<file path="src/rtl/imc_instr_sequencer.sv">
// Instruction sequencer: fetches words from the instruction buffer, decodes them
// and issues WRITE/READ/COMPUTE commands to the in-memory-compute array controller.
module imc_instr_sequencer #(
  parameter int unsigned DATA_WIDTH = 32,
  parameter int unsigned ADDR_WIDTH = 4,
  parameter int unsigned CNT_WIDTH  = 8
) (
  input  logic                  clk,
  input  logic                  rst_n,
  input  logic                  start,
  input  logic [ADDR_WIDTH-1:0] start_addr,
  input  logic                  abort,
  input  logic                  buf_empty,
  output logic                  buf_rd_en,
  output logic [ADDR_WIDTH-1:0] buf_rd_addr,
  input  logic [DATA_WIDTH-1:0] buf_data,
  output logic                  cmd_valid,
  input  logic                  cmd_ready,
  output logic [3:0]            cmd_op,
  output logic [7:0]            cmd_row,
  output logic [7:0]            cmd_col,
  output logic [11:0]           cmd_imm,
  output logic                  busy,
  output logic                  done,
  output logic                  illegal,
  output logic [ADDR_WIDTH-1:0] pc_out,
  output logic [CNT_WIDTH-1:0]  instr_count
);

  localparam logic [3:0] OP_NOP     = 4'd0;
  localparam logic [3:0] OP_WRITE   = 4'd1;
  localparam logic [3:0] OP_READ    = 4'd2;
  localparam logic [3:0] OP_COMPUTE = 4'd3;
  localparam logic [3:0] OP_HALT    = 4'd15;
  localparam logic [CNT_WIDTH-1:0] CNT_MAX = '1;

  typedef enum logic [2:0] {
    S_IDLE, S_FETCH, S_WAIT, S_DECODE, S_ISSUE, S_DONE
  } state_e;

  state_e                  state_q;
  logic [ADDR_WIDTH-1:0]   pc_q;
  logic [DATA_WIDTH-1:0]   instr_q;
  logic                    cmd_valid_q;
  logic [3:0]              cmd_op_q;
  logic [7:0]              cmd_row_q;
  logic [7:0]              cmd_col_q;
  logic [11:0]             cmd_imm_q;
  logic                    done_q;
  logic                    illegal_q;
  logic [CNT_WIDTH-1:0]    count_q;

  // Sequencer FSM; abort overrides every state and keeps pc/illegal/count
  always_ff @(posedge clk or negedge rst_n) begin
    if (!rst_n) begin
      state_q     <= S_IDLE;
      pc_q        <= '0;
      instr_q     <= '0;
      cmd_valid_q <= 1'b0;
      cmd_op_q    <= '0;
      cmd_row_q   <= '0;
      cmd_col_q   <= '0;
      cmd_imm_q   <= '0;
      done_q      <= 1'b0;
      illegal_q   <= 1'b0;
      count_q     <= '0;
    end else begin
      done_q <= 1'b0;
      if (abort) begin
        state_q     <= S_IDLE;
        cmd_valid_q <= 1'b0;
      end else begin
        case (state_q)
          S_IDLE: begin
            if (start) begin
              pc_q      <= start_addr;
              illegal_q <= 1'b0;
              count_q   <= '0;
              state_q   <= S_FETCH;
            end
          end
          S_FETCH: begin
            if (!buf_empty) state_q <= S_WAIT;
          end
          S_WAIT: begin
            instr_q <= buf_data;
            pc_q    <= pc_q + ADDR_WIDTH'(1);
            state_q <= S_DECODE;
          end
          S_DECODE: begin
            case (instr_q[31:28])
              OP_NOP: state_q <= S_FETCH;
              OP_WRITE, OP_READ, OP_COMPUTE: begin
                cmd_op_q    <= instr_q[31:28];
                cmd_row_q   <= instr_q[27:20];
                cmd_col_q   <= instr_q[19:12];
                cmd_imm_q   <= instr_q[11:0];
                cmd_valid_q <= 1'b1;
                state_q     <= S_ISSUE;
              end
              OP_HALT: begin
                done_q  <= 1'b1;
                state_q <= S_DONE;
              end
              default: begin
                illegal_q <= 1'b1;
                state_q   <= S_FETCH;
              end
            endcase
          end
          S_ISSUE: begin
            if (cmd_ready) begin
              cmd_valid_q <= 1'b0;
              if (count_q != CNT_MAX) count_q <= count_q + CNT_WIDTH'(1);
              state_q <= S_FETCH;
            end
          end
          S_DONE:  state_q <= S_IDLE;
          default: state_q <= S_IDLE;
        endcase
      end
    end
  end

  // Read strobe follows buf_empty in the same cycle so an empty buffer is never popped
  assign buf_rd_en   = (state_q == S_FETCH) && !buf_empty;
  assign buf_rd_addr = pc_q;
  assign cmd_valid   = cmd_valid_q;
  assign cmd_op      = cmd_op_q;
  assign cmd_row     = cmd_row_q;
  assign cmd_col     = cmd_col_q;
  assign cmd_imm     = cmd_imm_q;
  assign busy        = (state_q != S_IDLE);
  assign done        = done_q;
  assign illegal     = illegal_q;
  assign pc_out      = pc_q;
  assign instr_count = count_q;

endmodule

</file>
<file path="config.mk">
export PLATFORM = sky130hd
export DESIGN_NAME = imc_instr_sequencer
export DESIGN_NICKNAME = d
export VERILOG_FILES = /design/src/rtl/imc_instr_sequencer.sv
export SDC_FILE = /design/constraint.sdc
export NUM_CORES = 1
export LEC_CHECK = 0
export ABC_AREA = 0
export CAP_MARGIN = 20
export CORE_MARGIN = 1.5
export CORE_UTILIZATION = 30
export CTS_CLUSTER_DIAMETER = 40
export DETAILED_ROUTE_END_ITERATION = 16
export PLACE_DENSITY = 0.6
export SYNTH_ARGS = -nofsm -noshare
export SYNTH_HDL_FRONTEND = slang
export SYNTH_SLANG_ARGS = --single-unit
</file>
<file path="constraint.sdc">
create_clock -name clk -period 3.15 [get_ports clk]
set_clock_uncertainty 0.2 [all_clocks]
set_input_delay 0.315 -clock clk [delete_from_list [all_inputs] [get_ports clk]]
set_output_delay 0.315 -clock clk [all_outputs]
set_load 0.03 [all_outputs]
</file>
==> metrics.md <==
| Metric | Value |
|---|---|
| First-pass GRT wire length | 12450 um |
| Syn Area/Cell | 13.06 sq um |
| Crit path required time | 2.63 ns |
| Gr ovfl total | 0 |
| Register area share after synthesis | 0.5929 |
| Lkg Pwr | 2.091 nW |
| Synthesis-to-layout area growth | 40.71% |
| Synthesis Warnings | 0 |
| Slew HR | 0.4342 |
| Seq pwr share | 0.434 |
| Number of iterations in the first detailed-routing pass | 3 |
| Number of global-route vias before repair | 2450 |
| CTS clk-pin slew, worst paths | 0.06 ns |
| Max-cap violations | 0 |
| Number of routed nets with antenna violations | 0 |
| Initial Util | 0.3057 |
| Rows | 39 |
| Pin count of the biggest net entering global routing | 83 |
| Drt via density | 4.836 |
| # nets final | 403 |
| Critical Path End Type | output pin |
| FF-to-FF path depth | 4 |
| Yosys cell types | 37 |
| Gpl congestion | 0.7745 |
| Die area | 12190 sq um |
| Setup-failing EPs final | 0 |
| Startpoint types | register |
| Postcts setup bufs | 0 |
| CTS Buffer Depth | 2 |
| Post-Syn Instances | 265 |
| Starting DRC count in detailed routing | 58 |
| Clk sinks | 82 |
| Power Density | 694.6 nW/um^2 |
| Ys flop type | dfrtp_1 |
| Comb pwr share | 0.251 |
| Clock Latency Late Sink | 0.33 ns |
| Psw | 0.9621 mW |
| Clock power frac | 0.315 |
| Crit Path Class | register to output pin |
| Htree depth | 3 |
| Core area | 11320 sq um |
| Syn Std Cell Area | 3461 sq um |
| Max Fclk | 0.4008 GHz |
| Share of layout cells above drive strength 1 | 0.2335 |
| Net count of the mapped netlist | 309 |
| Chip width | 110.4 um |
| Critical Path AT | 1.98 ns |
| IO Count | 95 |
| Vias | 2452 |
| Utilization after layout | 0.4302 |
| Avg WL per Cell | 14.89 um |
| Status | complete, no violations |
| Total GRT Usage | 0.1274 |
| DRC Markers | 0 |
| HP Class | register to register |
| Worst-path maximum fanout | 15 |
| Initial antenna violation count | 0 |
| Clock root buffer | clkbuf_16 |
| Yosys reg bits | 82 |
| Die height | 110.4 um |
| CTS Buf Count | 9 |
| Async S/R FF share, synth | 1.000 |
| Final WL | 7547 um |
| Int Power | 2.421 mW |
| CTS resizes | 0 |
| Crit share post-route | 0.7920 |
| Min Tclk post-route | 2.495 ns |
| RSZ-0062 raised after global routing | no |
| I/O Buffers | 94 |
| Worst vdd ir | 0.0003392 V |
| Hold Fails Final Rpt | 0 |
| DPL Wire Length | 5109 um |
| Sw frac | 0.2844 |
| Fin. max-slew vios | 0 |
| Worst-Margin Slew | 0.8410 ns |
| Hold depth | 1 |
| CTS tree | built |
| ANT cells | 0 |
| Final TNS setup | 0 ns |
| Number of flops mapped to enable cells by yosys | 0 |
[critical path, cell delays in order, from the launching register on]
cell             delay, ns
dfrtp_1               0.52
nand2b_1              0.23
nor3_1                0.16
clkdlybuf4s50_1       0.74
[cells in the final DEF (no fill, tap or decap), types with 3 or more instances in the layout]
cell type | Yosys | routed
dfrtp_1 | 82 | 82
a21oi_1 | 13 | 13
nand4_1 | 4 | 4
nor3_1 | 6 | 6
nand2b_1 | 3 | 3
o21ai_0 | 6 | 6
o31ai_1 | 5 | 5
clkdlybuf4s50_1 | 0 | 93
inv_1 | 6 | 6
nor2_1 | 11 | 10
clkbuf_16 | 0 | 9
nand2_1 | 8 | 8
mux2_2 | 62 | 62
nor2b_1 | 4 | 3
nand3_1 | 4 | 4
buf_4 | 4 | 5
mux2i_1 | 3 | 3
[power groups by stage]
stage | combinational (mW) | clock (mW) | sequential [mW]
after global placement | 0.842 | 0 | 1.48
after floorplan | 0.356 | 0 | 1.63
final | 0.851 | 1.06 | 1.47
after global routing | 0.908 | 1.14 | 1.51
after CTS | 0.860 | 1.10 | 1.47
after detailed placement | 0.857 | 0 | 1.49
[repair_timing]
item	CTS	global route
hold buffers	0	1
setup endpoints to repair	0	0
endpoints found under the hold margin	0	43
[layout make-up]
cell class,count,area [sq um]
fill,1088,6451
sequential,82,2052
multi-input combinational,160,1311
timing repair buffer,100,998.5
clock buffer,12,256.5
tap,143,178.9
clock inverter,4,50.05
inverter,6,22.52
[through the flow]
| stage | worst slack [ns] | total power, mW | hold slack (ns) | instance area, sq um | instances |
|---|---|---|---|---|---|
| after floorplan | 1.050 | 1.985 | -0.1806 | 3461 | 265 |
| after global placement | 0.8251 | 2.320 | 0.2802 | 4533 | 489 |
| after detailed placement | 0.7979 | 2.347 | 0.2913 | 4533 | 489 |
| after CTS | 0.6163 | 3.431 | 0.01697 | 4840 | 505 |
| after global routing | 0.5220 | 3.560 | 0.3184 | 4870 | 507 |
| final | 0.6553 | 3.383 | 0.3006 | 4870 | 507 |
[per-layer routing]
layer / vias to the layer above / track usage / wire length, um / share of wire
met2: 63 / 0.1860 / 3405 / 0.45
li1: 1147 / - / - / -
met5: - / 0 / 0 / 0
met1: 1231 / 0.1702 / 3475 / 0.46
met4: 0 / 0.05897 / 136 / 0.018
met3: 11 / 0.04336 / 528 / 0.070
[worst paths after layout]
check / start / to / slack, ns
worst max-delay path: state_q[2]$_DFFE_PN0P_ / buf_rd_en / 0.66
worst min-delay path: instr_q[1]$_DFFE_PN0P_ / cmd_imm[1]$_DFFE_PN0P_ / 0.30
worst max register to register: state_q[1]$_DFFE_PN0P_ / cmd_row[0]$_DFFE_PN0P_ / 1.00
worst min register to register: instr_q[1]$_DFFE_PN0P_ / cmd_imm[1]$_DFFE_PN0P_ / 0.30
max in group asynchronous: rst_n / instr_q[24]$_DFFE_PN0P_ / 1.79
min in group asynchronous: rst_n / instr_q[4]$_DFFE_PN0P_ / 0.33
[logic make-up (layout without fill, tap and decap cells)]
| kind of cell | Yosys count | count (layout) | synth area share |
|---|---|---|---|
| compound gates | 37 | 37 | 0.06798 |
| fa+ha+maj | 2 | 2 | 0.007230 |
| buf+inv | 23 | 122 | 0.03254 |
| flops | 82 | 82 | 0.5929 |
| mux | 65 | 65 | 0.2104 |
| simple gates | 56 | 56 | 0.08893 |
[cell usage after synthesis (2+ instances only)]
cell type	number	share of area
o41ai_1	2	0.0051
o31ai_1	5	0.011
nand2_1	8	0.0087
nor4_1	2	0.0036
or4_1	2	0.0043
ha_1	2	0.0072
clkbuf_1	4	0.0043
a21oi_1	13	0.019
and4_1	2	0.0051
mux2i_1	3	0.0087
nor2_1	11	0.012
dfrtp_1	82	0.59
buf_4	4	0.0087
or4b_1	2	0.0058
and2_1	2	0.0036
inv_1	6	0.0065
buf_2	9	0.013
a21o_1	2	0.0043
nand3_1	4	0.0058
or2_1	2	0.0036
mux2_2	62	0.20
nand4_1	4	0.0072
nand2b_1	3	0.0054
nand3b_1	2	0.0043
or3_1	2	0.0036
nor3_1	6	0.0087
nor2b_1	4	0.0072
o21ai_0	6	0.0087
[sequential cells by signal (all words and copies together), names as in the netlist]
register     count
instr_q         32
cmd_imm         12
cmd_col          8
cmd_row          8
instr_count      8
buf_rd_addr      4
cmd_op           4
state_q          3
cmd_valid        1
done             1
illegal          1
No activity file was read; power rests on OpenSTA's default activity.
